**src/rtl/seg7_pkg.sv**
```systemverilog
// Shared constants for the 7-segment readback path: the active-low glyph table
// (index = hex value) and the segment bit positions on the probe bus.
package seg7_pkg;

  localparam int SEG_A  = 0;
  localparam int SEG_B  = 1;
  localparam int SEG_C  = 2;
  localparam int SEG_D  = 3;
  localparam int SEG_E  = 4;
  localparam int SEG_F  = 5;
  localparam int SEG_G  = 6;
  localparam int SEG_DP = 7;

  localparam logic [6:0] SEG_BLANK = 7'h7F;

  localparam logic [6:0] SEG_CODE [16] = '{
    7'h40, 7'h79, 7'h24, 7'h30, 7'h19, 7'h12, 7'h02, 7'h58,
    7'h00, 7'h10, 7'h08, 7'h03, 7'h46, 7'h21, 7'h06, 7'h0E
  };

endpackage

```
**src/rtl/seg_7_enc.sv**
```systemverilog
// Inverse of the display decoder: maps an active-low g..a pattern back to its
// hex nibble, flagging table hits and the all-off blank pattern.
import seg7_pkg::*;

module seg_7_enc (
  input  logic [6:0] seg,
  output logic [3:0] nibble,
  output logic       hit,
  output logic       blank
);

  always_comb begin
    nibble = '0;
    hit    = 1'b0;
    for (int i = 0; i < 16; i++) begin
      if (seg == SEG_CODE[i]) begin
        nibble = 4'(i);
        hit    = 1'b1;
      end
    end
  end

  assign blank = (seg == SEG_BLANK);

endmodule

```
**src/rtl/seg_7_reader.sv**
```systemverilog
// Probe-side reader for a scanned active-low 7-segment bus: synchronises the
// pins, waits for a stable window, then latches the decoded digit once.
import seg7_pkg::*;

module seg_7_reader #(
  parameter int NUM_DIGITS    = 4,
  parameter int STABLE_CYCLES = 8
) (
  input  logic                    clk,
  input  logic                    rst,
  input  logic [7:0]              seg_in,
  input  logic [NUM_DIGITS-1:0]   dig_en,
  output logic [4*NUM_DIGITS-1:0] hex_out,
  output logic [NUM_DIGITS-1:0]   dp_out,
  output logic [NUM_DIGITS-1:0]   digit_valid,
  output logic                    upd_pulse,
  output logic [2:0]              upd_idx,
  output logic                    upd_err
);

  localparam int         SW      = NUM_DIGITS + 8;
  localparam logic [7:0] CNT_MAX = 8'(STABLE_CYCLES);

  logic [SW-1:0]                sync1_q, sync2_q, prev_q;
  logic [7:0]                   cnt_q, cnt_d;
  logic [NUM_DIGITS-1:0][3:0]   hex_q, hex_d;
  logic [NUM_DIGITS-1:0]        dp_q, dp_d, vld_q, vld_d;
  logic                         pulse_q, pulse_d, err_q, err_d;
  logic [2:0]                   idx_q, idx_d;

  logic [NUM_DIGITS-1:0]        cur_dig;
  logic [7:0]                   cur_seg;
  logic [3:0]                   nlow;
  logic [2:0]                   sel_idx;
  logic [3:0]                   nibble;
  logic                         hit, blank, capture;

  assign {cur_dig, cur_seg} = sync2_q;

  seg_7_enc u_enc (
    .seg    (cur_seg[6:0]),
    .nibble (nibble),
    .hit    (hit),
    .blank  (blank)
  );

  always_comb begin
    nlow    = '0;
    sel_idx = '0;
    for (int i = 0; i < NUM_DIGITS; i++) begin
      if (!cur_dig[i]) begin
        nlow    = nlow + 4'd1;
        sel_idx = 3'(i);
      end
    end
  end

  always_comb begin
    cnt_d = cnt_q;
    if (sync2_q != prev_q)    cnt_d = '0;
    else if (cnt_q != CNT_MAX) cnt_d = cnt_q + 8'd1;
  end

  // Fires only on the edge the counter reaches its ceiling, so a static bus
  // yields a single capture until something changes.
  assign capture = (cnt_d == CNT_MAX) && (cnt_q != CNT_MAX) && (nlow == 4'd1);

  always_comb begin
    hex_d   = hex_q;
    dp_d    = dp_q;
    vld_d   = vld_q;
    pulse_d = capture;
    err_d   = capture && !hit && !blank;
    idx_d   = capture ? sel_idx : idx_q;
    for (int i = 0; i < NUM_DIGITS; i++) begin
      if (capture && (sel_idx == 3'(i))) begin
        dp_d[i]  = ~cur_seg[SEG_DP];
        vld_d[i] = hit;
        if (hit) hex_d[i] = nibble;
      end
    end
  end

  always_ff @(posedge clk or posedge rst) begin
    if (rst) begin
      sync1_q <= '1;
      sync2_q <= '1;
      prev_q  <= '1;
      cnt_q   <= '0;
      hex_q   <= '0;
      dp_q    <= '0;
      vld_q   <= '0;
      pulse_q <= 1'b0;
      err_q   <= 1'b0;
      idx_q   <= '0;
    end else begin
      sync1_q <= {dig_en, seg_in};
      sync2_q <= sync1_q;
      prev_q  <= sync2_q;
      cnt_q   <= cnt_d;
      hex_q   <= hex_d;
      dp_q    <= dp_d;
      vld_q   <= vld_d;
      pulse_q <= pulse_d;
      err_q   <= err_d;
      idx_q   <= idx_d;
    end
  end

  assign hex_out     = hex_q;
  assign dp_out      = dp_q;
  assign digit_valid = vld_q;
  assign upd_pulse   = pulse_q;
  assign upd_err     = err_q;
  assign upd_idx     = idx_q;

endmodule

```
**config.mk**
```make
export PLATFORM = sky130hd
export DESIGN_NAME = seg_7_reader
export DESIGN_NICKNAME = d
export VERILOG_FILES = /design/src/rtl/seg7_pkg.sv /design/src/rtl/seg_7_enc.sv /design/src/rtl/seg_7_reader.sv
export SDC_FILE = /design/constraint.sdc
export NUM_CORES = 1
export LEC_CHECK = 0
export BUFFER_PORTS_ARGS = -buffer_cell sky130_fd_sc_hd__buf_2
export CAP_MARGIN = 20
export CELL_PAD_IN_SITES_DETAIL_PLACEMENT = 1
export CELL_PAD_IN_SITES_GLOBAL_PLACEMENT = 1
export CORE_MARGIN = 1.5
export CORE_UTILIZATION = 42
export DETAILED_ROUTE_END_ITERATION = 16
export MAX_ROUTING_LAYER = met4
export PLACE_DENSITY = 0.77
export SETUP_SLACK_MARGIN = 0.4
export SLEW_MARGIN = 20
export SYNTH_ARGS = -nofsm -noshare
export SYNTH_HDL_FRONTEND = slang
export SYNTH_HIERARCHICAL = 1
export SYNTH_SLANG_ARGS = --single-unit
```
**constraint.sdc**
```tcl
create_clock -name clk -period 2.6 [get_ports clk]
set_input_delay 0.26 -clock clk [delete_from_list [all_inputs] [get_ports clk]]
set_output_delay 0.26 -clock clk [all_outputs]
set_load 0.02 [all_outputs]
```
Yosys cells after proc, flatten, opt, wreduce, memory -nomap -nowiden

Index checks and enable logic that the tools add are counted.
W data, S select, Z words.

Bits in registers: 73
Input bits: 14
Output and inout port bits: 29
Word-level logic and storage cells: 103

$add $sub $neg: 4
Eq/ne operators: 23
Mux-type cells: 40
Bitwise gates (word level): 1
Reductions and logical operators: 16

Operators with widths:

| cell                  | count |
|---|---|
| $mux W4               | 11 |
| $eq A7 B7 Y1 const B  | 5 |
| $eq A7 B5 Y1 const B  | 3 |
| $eq A7 B6 Y1 const B  | 3 |
| $mux W1               | 19 |
| $mux W3               | 6 |
| $mux W8               | 2 |
| $eq A7 B2 Y1 const B  | 2 |
| $eq A7 B4 Y1 const B  | 2 |
| $add A4 B1 Y4 const B | 3 |
| $ne A12 B12 Y1        | 1 |
| $add A8 B1 Y8 const B | 1 |
| $eq A8 B4 Y1 const B  | 1 |
| $logic_and A1 B1 Y1   | 8 |
| $ne A8 B4 Y1 const B  | 1 |
| $reduce_and A2 Y1     | 4 |
| $eq A7 B3 Y1 const B  | 1 |
| $logic_not A7 Y1      | 1 |
| $eq A3 B2 Y1 const B  | 2 |
| $eq A4 B1 Y1 const B  | 1 |
| $mux W2               | 2 |
| $eq A3 B1 Y1 const B  | 1 |
| $logic_not A3 Y1      | 1 |
| $logic_not A1 Y1      | 2 |
| $not A1 Y1            | 1 |

Longest topological paths before layout

Word-level depth: 20
Depth in mapped cells: 10
Gate-level depth less buffers: 10

By module

Netlist, hierarchy kept.

By module, submodules not included:

| module       | instances | cells an instance | area an instance (um2) | seq. area each (um2) |
|---|---|---|---|---|
| seg_7_reader | 1         | 210               | 2905.3                 | 1846.8 |
| seg_7_enc    | 1         | 53                | 389.1                  | 0.0 |

Least setup slack after synthesis

OpenSTA, ideal clock, no wires.

Kind: register to register
Start point: register sync2_q[9]
End point: register hex_q, in the netlist hex_out[0]
Setup time: 125 ps
Arrival: 2706 ps
Required time: 2475 ps
Path slack: -230 ps
Cell stages (with the launch flop): 10
Path buffers: 0
Period minus slack after synthesis: 2830 ps
Cells stage by stage: dfstp_2 inv_1 ha_1 xnor2_1 ha_1 nor2_1 a211oi_1 a2111oi_0 nand4_1 mux2_2

Cells in the longest elaborated chain, start to end: 9
Elaborated cells on any way between the ends: 17
Those cells by class: add/sub (2); eq/ne (3); mux (7); reduce/logical (5)

Ends and longest elaborated chain:

| item                          | line                | RTL |
|---|---|---|
| start, declared               | seg_7_reader.sv:24  | `logic [SW-1:0] sync1_q, sync2_q, prev_q;` |
| start signal, assigned        | seg_7_reader.sv:98  | `sync2_q <= sync1_q;` |
| $mux W4                       | seg_7_reader.sv:51  | `if (!cur_dig[i]) begin` |
| $add A4 B1 Y4                 | seg_7_reader.sv:52  | `nlow = nlow + 4'd1;` |
| $mux W4                       | seg_7_reader.sv:51  |  |
| $add A4 B1 Y4                 | seg_7_reader.sv:52  |  |
| $mux W4                       | seg_7_reader.sv:51  |  |
| $eq A4 B1 Y1                  | seg_7_reader.sv:66  | `assign capture = (cnt_d == CNT_MAX) && (cnt_q != CNT_MAX) && (nlow == 4'd1);` |
| $logic_and A1 B1 Y1           | seg_7_reader.sv:66  |  |
| $logic_and A1 B1 Y1 *         | seg_7_reader.sv:76  | `if (capture && (sel_idx == 3'(i))) begin` |
| $reduce_and A2 Y1 (no line) * | n/a                 |  |
| end signal, assigned          | seg_7_reader.sv:90  | `hex_q <= '0;` |
| end signal, assigned          | seg_7_reader.sv:101 | `hex_q <= hex_d;` |
| end, declared                 | seg_7_reader.sv:26  | `logic [NUM_DIGITS-1:0][3:0] hex_q, hex_d;` |

Every way passes the cells marked *; elsewhere a longest branch is shown, timed or not.
A chain may end at the register's enable or synchronous reset.

Final worst setup path

Start point: register sync2_q[8]
End point: register idx_q[1], in the netlist upd_idx[1]

Cells in the longest elaborated chain, start to end: 9
Elaborated cells on any way between the ends: 13
Those cells by class: add/sub (3); eq/ne (3); mux (5); reduce/logical (2)

Ends and longest elaborated chain:

| item                  | line                | RTL |
|---|---|---|
| $mux W1               | seg_7_reader.sv:51  |  |
| $add A4 B1 Y4         | seg_7_reader.sv:52  |  |
| $mux W4               | seg_7_reader.sv:51  |  |
| $add A4 B1 Y4         | seg_7_reader.sv:52  |  |
| $mux W4               | seg_7_reader.sv:51  |  |
| $add A4 B1 Y4         | seg_7_reader.sv:52  |  |
| $mux W4               | seg_7_reader.sv:51  |  |
| $eq A4 B1 Y1          | seg_7_reader.sv:66  |  |
| $logic_and A1 B1 Y1 * | seg_7_reader.sv:66  |  |
| end signal, assigned  | seg_7_reader.sv:106 | `idx_q <= idx_d;` |
| end, declared         | seg_7_reader.sv:29  | `logic [2:0] idx_q, idx_d;` |

Marked as above.

==> run summary <==
Die span in x = 91.57 µm
Comb power frac = 9.4%
Async set-or-reset flop fraction in the synthesized netlist = 100.0%
Antenna cells = 0
Routed length per placed instance = 17.25 µm
I/O pins = 43
Detailed placement HPWL = 5098 µm
Status = complete, but fails checks
Final GP Congestion = 0.9002
Placed Area = 3740 µm²
Worst-Skew Late Latency = 350 ps
Clock power share = 37.9%
Largest net degree at the start of global routing = 45
Synth area leaders = dfstp_2, dfrtp_1, mux2_2
Placed Cells = 412
Worst reg2reg setup slack = -70 ps
Crit path time final = 2671 ps
Setup TNS Final = -418.4 ps
Design Power = 2.297 mW
Mapped Avg Cell Area = 12.53 µm²
Antenna Nets Post-Route = 0
Clock slew at the register clock pins of the worst setup and hold paths = 80 ps
Tot GR Track Use = 20.16%
Sw Ratio = 25.00%
CP Launch Type = register
Crit end category = register
Yosys top cell area share = 28.71%
Sequential Power Share = 52.7%
Setup Crit Path Kind = reg -> reg
I/O Buffers = 41
Die H = 91.57 µm
Max Clock Skew = 11.68 ps
Root Driver = clkbuf_8
Synth Cell Area = 3294 µm²
Critical path fanouts, max = 8
#FFs+latches synth = 72
Hold depth = 0
Yosys Warn Count = 6
Mapped Cells = 263
Max Transition Viols Final = 0
Actual slew at the worst max-slew pin = 708.8 ps
Yosys cell types = 55
Via Count = 2,322
Remaining Overflow, GRT = 0
Commonest cells in the netlist = dfrtp_1, dfstp_2, mux2_2, xnor2_1, nor2_1
Static Leakage = 1.926 nW
Drt drc = 0
Num CTS Buffers = 9
Seq/Total Area, Yosys = 56.06%
Hold Path Class = reg -> reg
Failing checks = negative setup slack
Final Hold Viols = 0
# rows = 32
Relative slew slack = 52.13%
First-pass GRT wire length = 12,650 µm
Number of synthesized flops with an enable pin = 0
Antenna violations before repair = 0
Syn_nets = 282
Pwr dens = 533.7 nW/µm²
CTS H-tree lvls = 3
Critical Path AT = 2900 ps
R2r worst-path depth = 10
Predominant post-synthesis flop cell = dfstp_2
Setup violators final = 18
# clock sinks = 72
Power Internal = 1.723 mW
Routed vias/inst = 5.137
Final nets = 364
Initial DRT Pass Iterations = 4
Fin cells = 452
P&R area growth vs syn = 30.65%
Floorplan core area = 7647 µm²
Final period util = 102.7%
Max Buffers Root-to-Sink = 2
Full die area = 8384 µm²
Dominant cell type by area after synthesis = dfstp_2
CTS tree = built
Fill cell count = 787
Starting Density = 43.08%
Vias in the first global route = 2,503
Share of layout cells above drive strength 1 = 52.00%
Layout Utilization = 56.28%
RSZ-0062 raised after global routing = yes
Iter 0 DRT Violations = 53
Critical Path RT = 2830 ps
Design area = 4304 µm²
WL final = 7797 µm
Net switching power = 0.5742 mW
Worst vdd ir = 0.0003965 V
PnR worst setup slack = -70.73 ps
Maxcap violations = 0
Fmax = 374.4 MHz
## sequential cells by signal, summed over array words and instances (netlist names)
signal       cells
upd_pulse        1
prev_q          12
dp_out           4
sync1_q         12
upd_idx          2
upd_err          1
sync2_q         12
digit_valid      4
hex_out         16
cnt_q            8
## path summary, 6_finish.rpt
path | from | endpoint
min in group asynchronous | rst | dp_out[0]
max | sync2_q[8] | upd_idx[1]
max in group asynchronous | rst | prev_q[11]
max reg2reg | sync2_q[8] | upd_idx[1]
min | sync1_q[4] | sync2_q[4]
min reg2reg | sync1_q[4] | sync2_q[4]
## power by group through the flow
stage	Sequential (mW)	Combinational, mW	Clock, mW
2_1_floorplan	1.21	0.122	0
3_3_place_gp	1.23	0.149	0
3_5_place_dp	1.23	0.157	0
4_1_cts	1.21	0.188	0.900
5_1_grt	1.22	0.233	0.945
6_report	1.21	0.215	0.871
## stage by stage
stage | hold slack (ps) | setup WS (ps)
detailed placement | 347.3 | -110.6
floorplan | 264.5 | 12.76
global route | 361.6 | -170.9
global placement | 345.6 | -66.66
finish | 356.8 | -70.73
CTS | 358.8 | -37.54
## cells in the final DEF (no fill, tap or decap), types with 3 or more instances in the layout
| master | count |
|---|---|
| buf_2 | 41 |
| dfrtp_1 | 36 |
| dfstp_2 | 36 |
| buf_4 | 26 |
| xnor2_1 | 16 |
| mux2_4 | 15 |
| nor2_1 | 14 |
| nand4_1 | 13 |
| dlygate4sd3_1 | 13 |
| inv_1 | 10 |
| clkbuf_8 | 9 |
| nand2_1 | 8 |
| mux2_2 | 7 |
| nand3_1 | 6 |
| o21ai_0 | 6 |
| a21oi_1 | 5 |
| mux2i_1 | 4 |
| nor3_1 | 4 |
| xor2_1 | 3 |
| nand2b_1 | 3 |
| inv_2 | 3 |
| nor4b_1 | 3 |
## worst max-delay path: stages, from the launching register on
cell      delay (ps)
dfstp_2          550
inv_2             50
ha_4             250
xnor2_4          160
ha_4             190
nor2_4            40
a211oi_4         500
buf_4            210
nand2_2           40
nand4_1          230
mux2_4           320
## cell type report
cell class | instances | area [µm²] | share of cell area [%]
Sequential cell | 72 | 1847 | 42.91
Multi-Input combinational cell | 166 | 1511 | 35.12
Timing Repair Buffer | 83 | 573.1 | 13.31
Clock buffer | 10 | 127.6 | 2.965
Tap cell | 102 | 127.6 | 2.965
Clock inverter | 6 | 68.82 | 1.599
Inverter | 13 | 48.80 | 1.134
## what timing repair did
| action | 4_1_cts | 5_1_grt |
|---|---|---|
| buffers inserted | 6 | 5 |
| endpoints found under the hold margin | 23 | 0 |
| setup endpoints to repair | 29 | 32 |
| hold buffers | 13 | 0 |
| pin swaps | 11 | 12 |
| gates resized for setup | 18 | 14 |
## metal layers
metal,share of wire [%],up-vias,GRT usage (%)
met5,0,-,-
met4,0.77,0,4.297
met3,3.0,6,5.444
met2,52,55,32.59
met1,44,1156,25.46
li1,-,1105,-
## cells by family (layout without fill, tap and decap cells)
kind of cell               Yosys count  count (layout)  share of synthesized area (%)
other                                1               1                         0.1138
DFF                                 72              72                          56.06
adders and majority gates            5               5                          1.899
and+or+nand+nor                     82              82                          15.99
xor gates and xnor gates            20              20                          5.317
muxes                               26              26                          9.191
buffers and inverters               25             112                          4.405
AOI/OAI and AO/OA                   32              32                          7.026
Note: power is estimated with default switching activity, not from simulation.
